$ cat src/rtl/swd_pkg.sv
`default_nettype none
// ============================================================================
// Module      : swd_pkg
// Description : Shared definitions for the SWD transfer path: ACK codes
//               returned by the SWD bit engine and the state encoding of the
//               transfer sequencer (swd_xfer_ctl).
// Revision    : 1.0 - initial release
// ============================================================================
package swd_pkg;

    // ACK codes as presented by the bit engine (LSB first on the wire,
    // already reassembled into this bit order).
    localparam logic [2:0] ACK_OK    = 3'b001;
    localparam logic [2:0] ACK_WAIT  = 3'b010;
    localparam logic [2:0] ACK_FAULT = 3'b100;

    // Transfer sequencer states.
    typedef enum logic [2:0] {
        S_IDLE  = 3'd0,
        S_ISSUE = 3'd1,
        S_BUSY  = 3'd2,
        S_EVAL  = 3'd3,
        S_RESP  = 3'd4
    } xfer_state_e;

endpackage : swd_pkg
`default_nettype wire

$ cat src/rtl/swd_xfer_ctl.sv
`default_nettype none
// ============================================================================
// Module      : swd_xfer_ctl
// Description : Transfer sequencer in front of the SWD bit engine. Accepts
//               one DAP register transfer over valid/ready, drives the
//               engine go/idle handshake, re-issues on WAIT and on
//               value-match mismatches within latched retry limits, and
//               returns a single registered response.
// Ports       :
//   clk, rst                 - clock, synchronous active-high reset
//   req_*                    - request channel (valid/ready)
//   cfg_waitretry/matchretry - retry limits, latched at acceptance
//   cfg_matchmask            - read-data mask for value-match compare
//   abort                    - stop retrying (sticky until next accept)
//   addr32/rnw/apndp/dwrite  - transfer fields to engine
//   go / idle                - engine start request / engine idle
//   ack/dread/perr           - engine result
//   rsp_*                    - response channel (valid/ready)
// Revision    : 1.0 - initial release
// ============================================================================
module swd_xfer_ctl
    import swd_pkg::*;
#(
    parameter int RETRY_W = 16
) (
    input  logic               clk,
    input  logic               rst,
    // request channel
    input  logic               req_valid,
    output logic               req_ready,
    input  logic [1:0]         req_addr32,
    input  logic               req_rnw,
    input  logic               req_apndp,
    input  logic [31:0]        req_wdata,
    input  logic               req_match,
    input  logic [31:0]        req_matchval,
    // configuration
    input  logic [RETRY_W-1:0] cfg_waitretry,
    input  logic [RETRY_W-1:0] cfg_matchretry,
    input  logic [31:0]        cfg_matchmask,
    input  logic               abort,
    // bit engine
    output logic [1:0]         addr32,
    output logic               rnw,
    output logic               apndp,
    output logic [31:0]        dwrite,
    output logic               go,
    input  logic               idle,
    input  logic [2:0]         ack,
    input  logic [31:0]        dread,
    input  logic               perr,
    // response channel
    output logic               rsp_valid,
    input  logic               rsp_ready,
    output logic [2:0]         rsp_ack,
    output logic [31:0]        rsp_data,
    output logic               rsp_perr,
    output logic               rsp_mismatch
);

    localparam logic [RETRY_W-1:0] C_CNT_ONE = {{(RETRY_W-1){1'b0}}, 1'b1};

    xfer_state_e        state_q,        state_d;
    logic               req_ready_q,    req_ready_d;
    logic               go_q,           go_d;
    logic [1:0]         addr32_q,       addr32_d;
    logic               rnw_q,          rnw_d;
    logic               apndp_q,        apndp_d;
    logic [31:0]        dwrite_q,       dwrite_d;
    logic               match_q,        match_d;
    logic [31:0]        matchval_q,     matchval_d;
    logic [31:0]        mask_q,         mask_d;
    logic [RETRY_W-1:0] wait_lim_q,     wait_lim_d;
    logic [RETRY_W-1:0] match_lim_q,    match_lim_d;
    logic [RETRY_W-1:0] wait_cnt_q,     wait_cnt_d;
    logic [RETRY_W-1:0] match_cnt_q,    match_cnt_d;
    logic               abort_q,        abort_d;
    logic               rsp_valid_q,    rsp_valid_d;
    logic [2:0]         rsp_ack_q,      rsp_ack_d;
    logic [31:0]        rsp_data_q,     rsp_data_d;
    logic               rsp_perr_q,     rsp_perr_d;
    logic               rsp_mismatch_q, rsp_mismatch_d;

    logic               w_abort_seen;
    logic               w_val_ne;
    logic               w_respond;
    logic               w_resp_mism;

    // An abort arriving in the very cycle of the decision is honoured too.
    assign w_abort_seen = abort_q | abort;
    assign w_val_ne     = ((dread & mask_q) != matchval_q);

    always_comb begin
        state_d        = state_q;
        go_d           = go_q;
        addr32_d       = addr32_q;
        rnw_d          = rnw_q;
        apndp_d        = apndp_q;
        dwrite_d       = dwrite_q;
        match_d        = match_q;
        matchval_d     = matchval_q;
        mask_d         = mask_q;
        wait_lim_d     = wait_lim_q;
        match_lim_d    = match_lim_q;
        wait_cnt_d     = wait_cnt_q;
        match_cnt_d    = match_cnt_q;
        abort_d        = abort_q | (abort && (state_q != S_IDLE));
        rsp_ack_d      = rsp_ack_q;
        rsp_data_d     = rsp_data_q;
        rsp_perr_d     = rsp_perr_q;
        rsp_mismatch_d = rsp_mismatch_q;
        w_respond      = 1'b0;
        w_resp_mism    = 1'b0;

        case (state_q)
            S_IDLE: begin
                // req_ready_q is the registered image of state==S_IDLE and
                // stays low through reset, so it gates acceptance.
                if (req_valid && req_ready_q) begin
                    addr32_d    = req_addr32;
                    rnw_d       = req_rnw;
                    apndp_d     = req_apndp;
                    dwrite_d    = req_wdata;
                    match_d     = req_match & req_rnw;
                    matchval_d  = req_matchval;
                    mask_d      = cfg_matchmask;
                    wait_lim_d  = cfg_waitretry;
                    match_lim_d = cfg_matchretry;
                    wait_cnt_d  = '0;
                    match_cnt_d = '0;
                    abort_d     = 1'b0;
                    go_d        = 1'b1;
                    state_d     = S_ISSUE;
                end
            end
            S_ISSUE: begin
                // Engine has picked up the request once it leaves idle;
                // go must be low before it can return to idle.
                if (!idle) begin
                    go_d    = 1'b0;
                    state_d = S_BUSY;
                end
            end
            S_BUSY: begin
                if (idle) begin
                    state_d = S_EVAL;
                end
            end
            S_EVAL: begin
                if ((ack == ACK_WAIT) && (wait_cnt_q < wait_lim_q) && !w_abort_seen) begin
                    wait_cnt_d = wait_cnt_q + C_CNT_ONE;
                    go_d       = 1'b1;
                    state_d    = S_ISSUE;
                end else if (rnw_q && perr) begin
                    w_respond = 1'b1;
                end else if ((ack == ACK_OK) && match_q && w_val_ne) begin
                    if ((match_cnt_q < match_lim_q) && !w_abort_seen) begin
                        match_cnt_d = match_cnt_q + C_CNT_ONE;
                        go_d        = 1'b1;
                        state_d     = S_ISSUE;
                    end else begin
                        w_respond   = 1'b1;
                        w_resp_mism = 1'b1;
                    end
                end else begin
                    w_respond = 1'b1;
                end
            end
            S_RESP: begin
                if (rsp_ready) begin
                    state_d = S_IDLE;
                end
            end
            default: begin
                state_d = S_IDLE;
                go_d    = 1'b0;
            end
        endcase

        if (w_respond) begin
            rsp_ack_d      = ack;
            rsp_data_d     = (rnw_q && (ack == ACK_OK)) ? dread : 32'd0;
            rsp_perr_d     = rnw_q & perr;
            rsp_mismatch_d = w_resp_mism;
            state_d        = S_RESP;
        end

        req_ready_d = (state_d == S_IDLE);
        rsp_valid_d = (state_d == S_RESP);
    end

    always_ff @(posedge clk) begin
        if (rst) begin
            state_q        <= S_IDLE;
            req_ready_q    <= 1'b0;
            go_q           <= 1'b0;
            addr32_q       <= '0;
            rnw_q          <= 1'b0;
            apndp_q        <= 1'b0;
            dwrite_q       <= '0;
            match_q        <= 1'b0;
            matchval_q     <= '0;
            mask_q         <= '0;
            wait_lim_q     <= '0;
            match_lim_q    <= '0;
            wait_cnt_q     <= '0;
            match_cnt_q    <= '0;
            abort_q        <= 1'b0;
            rsp_valid_q    <= 1'b0;
            rsp_ack_q      <= '0;
            rsp_data_q     <= '0;
            rsp_perr_q     <= 1'b0;
            rsp_mismatch_q <= 1'b0;
        end else begin
            state_q        <= state_d;
            req_ready_q    <= req_ready_d;
            go_q           <= go_d;
            addr32_q       <= addr32_d;
            rnw_q          <= rnw_d;
            apndp_q        <= apndp_d;
            dwrite_q       <= dwrite_d;
            match_q        <= match_d;
            matchval_q     <= matchval_d;
            mask_q         <= mask_d;
            wait_lim_q     <= wait_lim_d;
            match_lim_q    <= match_lim_d;
            wait_cnt_q     <= wait_cnt_d;
            match_cnt_q    <= match_cnt_d;
            abort_q        <= abort_d;
            rsp_valid_q    <= rsp_valid_d;
            rsp_ack_q      <= rsp_ack_d;
            rsp_data_q     <= rsp_data_d;
            rsp_perr_q     <= rsp_perr_d;
            rsp_mismatch_q <= rsp_mismatch_d;
        end
    end

    assign req_ready    = req_ready_q;
    assign go           = go_q;
    assign addr32       = addr32_q;
    assign rnw          = rnw_q;
    assign apndp        = apndp_q;
    assign dwrite       = dwrite_q;
    assign rsp_valid    = rsp_valid_q;
    assign rsp_ack      = rsp_ack_q;
    assign rsp_data     = rsp_data_q;
    assign rsp_perr     = rsp_perr_q;
    assign rsp_mismatch = rsp_mismatch_q;

endmodule : swd_xfer_ctl
`default_nettype wire

$ cat config.mk
export PLATFORM = sky130hd
export DESIGN_NAME = swd_xfer_ctl
export DESIGN_NICKNAME = d
export VERILOG_FILES = /design/src/rtl/swd_pkg.sv /design/src/rtl/swd_xfer_ctl.sv
export SDC_FILE = /design/constraint.sdc
export NUM_CORES = 1
export LEC_CHECK = 0
export CORE_ASPECT_RATIO = 1.4
export CORE_MARGIN = 3
export CORE_UTILIZATION = 45
export DETAILED_ROUTE_END_ITERATION = 8
export PLACE_DENSITY = 0.74
export REMOVE_ABC_BUFFERS = 1
export SYNTH_ARGS = -nofsm -noshare
export SYNTH_HDL_FRONTEND = slang
export SYNTH_SLANG_ARGS = --single-unit
$ cat constraint.sdc
create_clock -name clk -period 2.7 [get_ports clk]
set_input_delay 0.675 -clock clk [delete_from_list [all_inputs] [get_ports clk]]
set_output_delay 0.675 -clock clk [all_outputs]
set_load 0.02 [all_outputs]
==> summary.txt, run 1 <==
Outcome
  • Status: finished, final reports clean

STA
  • Final Setup Violations: 0
  • RSZ-0062 raised after global routing: yes
  • Clock Skew: 0.01153 ns
  • Worst-Margin Slew: 1.114 ns
  • Hold Vio Cnt, Final: 0
  • Fin crit period: 2.684 ns
  • Max_slew headroom: 25.47%
  • Slew Viols, Final: 0
  • Fmax: 372.6 MHz
  • Post-route clock period utilization: 99.40%

Setup path
  • Slowest Stage Delay on Critical Path: 0.46 ns
  • Most frequent cell on the critical path: buf_12
  • Startpoint Class: primary input
  • Crit. End Element: register
  • Worst endpoint required time: 3.11 ns
  • Critical Path AT: 3.10 ns
  • Crit Path Max Fanout: 8
  • Cell-by-cell listing of the critical path: clkdlybuf4s50_1 -> a21o_1 -> a211oi_2 -> nand4_1 -> nor4_4 -> buf_4 -> buf_12 -> nor2_4 -> nor2_8 -> buf_12 -> mux2i_1
  • CP bufs+invs: 4
  • Critical path class: primary input to register
  • Crit path max-delay family: buffers and inverters
  • Crit-path slowest cell: clkdlybuf4s50_1

Synth
  • EDFF count, synth: 0
  • Mean Syn Cell Area: 8.048 µm²
  • Yosys cell types: 58
  • Most common cell in the synthesized netlist: nand2_1
  • Syn Inst Count: 1185
  • Top_reg_cell synth: dfxtp_1
  • Cell taking the most area after synthesis: dfxtp_1
  • Asr flop ratio synth: 0%
  • Area of the mapped netlist: 9537 µm²
  • Yosys top cell area share: 43.87%
  • Most frequent cells after synthesis: nand2_1 (340), dfxtp_1 (209), a21oi_1 (181)
  • Ys Warns: 0
  • Synthesis-stage register bit count: 209
  • Seq/Total Area, Yosys: 43.87%
  • Synth area leaders: dfxtp_1 (44%), nand2_1 (13%), a21oi_1 (9.5%)

Clock network
  • Post-CTS Hold Fix Bufs: 0
  • CTS tree: built
  • Sink Count: 209
  • CTS max path bufs: 3
  • Clk slew on worst S/H paths: 0.06 ns
  • H-tree levels: 1
  • TritonCTS buffer count: 22
  • Clock Latency Late Sink: 0.50 ns
  • Clk root buf: clkbuf_16

Run
  • Max-Cap Viols: 0

Detailed routing
  • Wire length per cell: 15.96 µm
  • Post-route ant nets: 0
  • Pre-antenna DRT Iters: 5
  • Residual DRC count: 0
  • Final WL: 27400 µm
  • DRT iter0 DRCs: 435
  • Via count: 9155
  • Vias/cell: 5.332

Place
  • IO buf count: 250
  • Routability cong.: 0.8597
  • Post-DP HPWL: 18850 µm
  • Placed insts: 1671

Final layout
  • Area growth from synthesis to layout: 41.35%
  • Share of layout cells above drive strength 1: 8.505%
  • Non-Filler Instances: 1717
  • Fillers: 1782
  • Nets: 1652
  • Final Util: 65.33%

Global route
  • All-Layer GR Usage: 22.73%
  • First-pass GRT wire length: 42970 µm
  • Vias in the first global route: 8918
  • Pin count of the biggest net entering global routing: 159
  • Grt ovf: 0
  • Initial antenna violation count: 4

Floorplanning
  • Core footprint: 20630 µm²
  • Initial core utilization: 46.22%
  • Die area: 23000 µm²
  • Die Height: 178.3 µm
  • # IOs: 251
  • Row count: 62
  • Die X-Extent: 129.0 µm

Pwr
  • Max VDD drop: 0.0007743 V
  • PD cells: 558.8 nW/µm²
  • Leak: 4.946 nW

Min path
  • Hold/Removal Path Class: register to register
## placed cells by master (no fill, tap or decap), types with 15 or more instances in the layout
cell,instances
nand2_1,340
or4_1,16
clkdlybuf4s50_1,247
ha_1,28
nand4_1,17
or3_1,16
buf_4,43
and3_1,20
nor2_1,15
a21oi_1,179
mux2i_1,42
nand3_1,25
nand2b_1,39
dfxtp_1,205
clkbuf_16,26
inv_1,31
a21o_1,16
## power breakdown
group	switching [mW]	internal, mW	total [mW]
clock	1.21	1.75	2.96
sequential	0.0901	3.23	3.32
combinational	0.617	0.634	1.25
total	1.92	5.61	7.53
## metrics by stage
step | cell area (µm²) | total power [mW] | hold WS [ns] | setup TNS [ns] | setup slack [ns]
detailed placement | 12580 | 4.606 | 0.4473 | -30.48 | -0.5216
global placement | 12580 | 4.585 | 0.4398 | -25.97 | -0.4277
finish | 13480 | 7.532 | 0.4511 | 0 | 0.01625
floorplan | 9215 | 3.945 | 0.4303 | -431.61 | -4.076
global route | 13480 | 7.872 | 0.4750 | -1.443 | -0.06248
CTS | 13290 | 7.594 | 0.4543 | 0 | 0.01369
## worst min-delay path: stages (launching register included)
cell	delay, ns
dfxtp_1	0.30
nand2_1	0.05
a21oi_1	0.05
## flip-flops by register name, indices dropped and copies added (netlist names)
name and cells:
abort_q 1, addr32 2, apndp 1, dwrite 32, go 1, mask_q 32, match_cnt_q 16, match_lim_q 16
match_q 1, matchval_q 32, req_ready 1, rnw 1, rsp_ack 3, rsp_data 32, rsp_mismatch 1, rsp_perr 1
rsp_valid 1, state_q 3, wait_cnt_q 16, wait_lim_q 16
## layout make-up
cell class	count	area (µm²)	share of cell area, %
clock inverters	5	50.05	0.3713
repair buffers	307	3127	23.19
well taps	256	320.3	2.376
clock buffers	32	649.4	4.817
diodes	3	7.507	0.05569
multi-input cells	872	5014	37.19
inverters	33	123.9	0.9189
flip-flops and latches	209	4189	31.07
## metal layers
metal  vias to the layer above  global-route usage, %  share of wire, %
li1                       4597                      -                 -
met1                      4225                  24.94                38
met2                       266                  40.14                51
met3                        65                  6.621               7.4
met4                         2                  10.29               3.8
met5                         -                      0             0.047
## final timing paths
kind / start / to / slack (ns) / depth (start not counted)
worst max-delay path: dread[7] / rsp_data[6]$_SDFFE_PP0P_ / 0.02 / 11
worst min-delay path: dwrite[0]$_SDFFE_PP0P_ / dwrite[0]$_SDFFE_PP0P_ / 0.45 / 2
worst max register to register: match_lim_q[11]$_SDFFE_PP0P_ / rsp_data[6]$_SDFFE_PP0P_ / 0.02 / 10
worst min register to register: dwrite[0]$_SDFFE_PP0P_ / dwrite[0]$_SDFFE_PP0P_ / 0.45 / 2
## kinds of logic (layout without fill, tap and decap cells)
group | count (synthesis) | count (layout) | share of synthesized area [%]
flip-flops | 209 | 209 | 43.87
buffers and inverters | 104 | 377 | 4.671
multiplexers | 44 | 44 | 4.644
AO/OA/AOI/OAI | 264 | 264 | 16.14
AND/OR/NAND/NOR | 532 | 532 | 26.48
adder cells (fa/ha/maj) | 32 | 32 | 4.198
other | 0 | 3 | 0
## timing repair
item                                    CTS  global route
endpoints found under the setup margin   32            54
resized for setup                         3            20
hold endpoints to repair                  0             0
pin swaps                                 5            14
gates cloned                              0             3
buffers inserted                          2             2
No activity file was read; power rests on OpenSTA's default activity.
==> inputs of run 2 (changes only) <==
Settings changed: CORE_UTILIZATION 45 to 49, GPL_ROUTABILITY_DRIVEN set to 1, PLACE_DENSITY 0.74 to 0.79, SETUP_SLACK_MARGIN set to 0.5.
==> run 2 against run 1 <==
The run now ends with setup timing left. Final area increased by 4.0%. Routed wire length is 3.1% higher. Via count is 1.6% higher. Final cell count up 0.12%. Worst setup slack worse by 0.055 ns. First-iteration DRC count is 8.7% higher. Sequential power is essentially flat. Combinational power rose by 7%. Critical path type is now register to register. Critical endpoint is now rsp_data[13]$_SDFFE_PP0P_. Largest cell class unchanged.
==> summary.txt, run 2 (synthesis results as in run 1) <==
STA
  • Clock Skew: 0.01221 ns
  • Fmax: 365.2 MHz
  • Worst-Margin Slew: 0.7427 ns
  • Final Setup Violations: 2
  • Final Worst Setup Slack: -0.03856 ns
  • Post-route clock period utilization: 101.4%
  • Max_slew headroom: 50.43%
  • RSZ-0062 raised after global routing: yes
  • Slew Viols, Final: 0
  • Hold Vio Cnt, Final: 0
  • Fin crit period: 2.739 ns

Clock network
  • Post-CTS Hold Fix Bufs: 0
  • CTS max path bufs: 3
  • Clk slew on worst S/H paths: 0.06 ns
  • Sink Count: 209
  • CTS tree: built
  • Clk root buf: clkbuf_16
  • Clock Latency Late Sink: 0.50 ns
  • TritonCTS buffer count: 22
  • H-tree levels: 1

Detailed routing
  • Wire length per cell: 16.44 µm
  • Vias/cell: 5.411
  • Residual DRC count: 0
  • Final WL: 28250 µm
  • Pre-antenna DRT Iters: 7
  • Post-route ant nets: 0
  • DRT iter0 DRCs: 473
  • Via count: 9302

Pwr
  • PD cells: 540.2 nW/µm²
  • Leak: 5.271 nW
  • Max VDD drop: 0.0005676 V

Place
  • Pre-CTS setup slack: -0.4043 ns
  • Routability cong.: 0.8485
  • Placed insts: 1654
  • Post-DP HPWL: 18320 µm
  • IO buf count: 250

Final layout
  • Final Util: 74.45%
  • Nets: 1666
  • Most common cell after layout, fill and taps aside: nand2_1
  • Area growth from synthesis to layout: 46.96%
  • Share of layout cells above drive strength 1: 13.93%
  • Fillers: 1439
  • Register Area: 4204 µm²
  • Non-Filler Instances: 1719
  • Commonest cells after routing, fill and taps aside: nand2_1 (339), clkdlybuf4s50_1 (238), dfxtp_1 (193)
  • Multi-input gate area: 5326 µm²

Global route
  • Pin count of the biggest net entering global routing: 144
  • Initial antenna violation count: 2
  • Grt ovf: 0
  • All-Layer GR Usage: 24.57%
  • Vias in the first global route: 8987
  • First-pass GRT wire length: 42370 µm

Setup path
  • Critical path class: register to register
  • Crit. End Element: register
  • Critical Path AT: 3.16 ns
  • Crit Path Max Fanout: 5
  • Startpoint Class: register
  • Worst endpoint required time: 3.12 ns
  • R2R depth: 13

Floorplanning
  • # IOs: 251
  • Core footprint: 18820 µm²
  • Die Height: 171.1 µm
  • Die X-Extent: 123.9 µm
  • Die area: 21200 µm²
  • Row count: 59
  • Initial core utilization: 50.66%

Outcome
  • Status: finished, violations left
  • Failing checks: setup timing

Min path
  • Hold/Removal Path Class: register to register
  • Hold path depth: 2

Run
  • Max-Cap Viols: 0
[run 2: cell count changes in the layout (fill, tap and decap cells not counted), sizes merged]
cell / delta
clkdlybuf4s50: -9
dlymetal6s2s: +8
buf: +12
clkbuf: +3
bufinv: -1
dlygate4sd2: +1
[run 2: final timing paths]
path / slack, ns / end / startpoint
worst min register to register: 0.45 / dwrite[31]$_SDFFE_PP0P_ / dwrite[31]$_SDFFE_PP0P_
worst max-delay path: -0.04 / rsp_data[13]$_SDFFE_PP0P_ / match_lim_q[11]$_SDFFE_PP0P_
worst min-delay path: 0.45 / dwrite[31]$_SDFFE_PP0P_ / dwrite[31]$_SDFFE_PP0P_
worst max register to register: -0.04 / rsp_data[13]$_SDFFE_PP0P_ / match_lim_q[11]$_SDFFE_PP0P_
[run 2: repair_timing]
| action | CTS | global route |
|---|---|---|
| resized for setup | 68 | 67 |
| buffers inserted | 14 | 2 |
| endpoints found under the setup margin | 76 | 84 |
| cloned | 6 | 3 |
| pin swaps | 48 | 26 |
[run 2: metrics by stage]
step                      setup TNS (ns)  area [µm²]  hold slack [ns]  power [mW]
final                           -0.06183       14010           0.4519       7.571
after global routing              -2.419       14010           0.4684       7.868
after CTS                         -2.349       13730           0.4529       7.592
after detailed placement          -18.51       12470           0.4457       4.553
after global placement            -16.33       12470           0.4404       4.531
after floorplan                  -431.61        9215           0.4303       3.945
[run 2: cell type report]
| cell class | instances | area share [%] |
|---|---|---|
| Antenna cell | 3 | 0.05357 |
| Clock buffer | 33 | 4.803 |
| Clock inverter | 4 | 0.1428 |
| Inverter | 33 | 0.8839 |
| Multi-Input combinational cell | 872 | 38.01 |
| Sequential cell | 209 | 30.00 |
| Tap cell | 244 | 2.178 |
| Timing Repair Buffer | 321 | 23.94 |
[run 2: layer usage]
metal	vias to the layer above	routed length [µm]	GRT usage (%)
li1	4626	-	-
met1	4341	10310	25.66
met2	276	14720	44.97
met3	59	2191	7.903
met4	0	1032	9.676
met5	-	0	0
[run 2: worst max-delay path, cell delays in order (launching register included)]
cell and delay, ns:
dfxtp_2 0.33, inv_2 0.05, ha_4 0.26, nand4_1 0.12
or4_4 0.54, or4_4 0.46, nand4_4 0.09, buf_6 0.12
nor2_4 0.04, nor2_8 0.11, buf_12 0.12, buf_12 0.09
buf_16 0.11, mux2i_1 0.20
[run 2: power breakdown]
group	switching [mW]	internal, mW	leakage, nW
Clock	1.20	1.71	0.347
Sequential	0.0908	3.23	1.70
Combinational	0.657	0.684	3.22
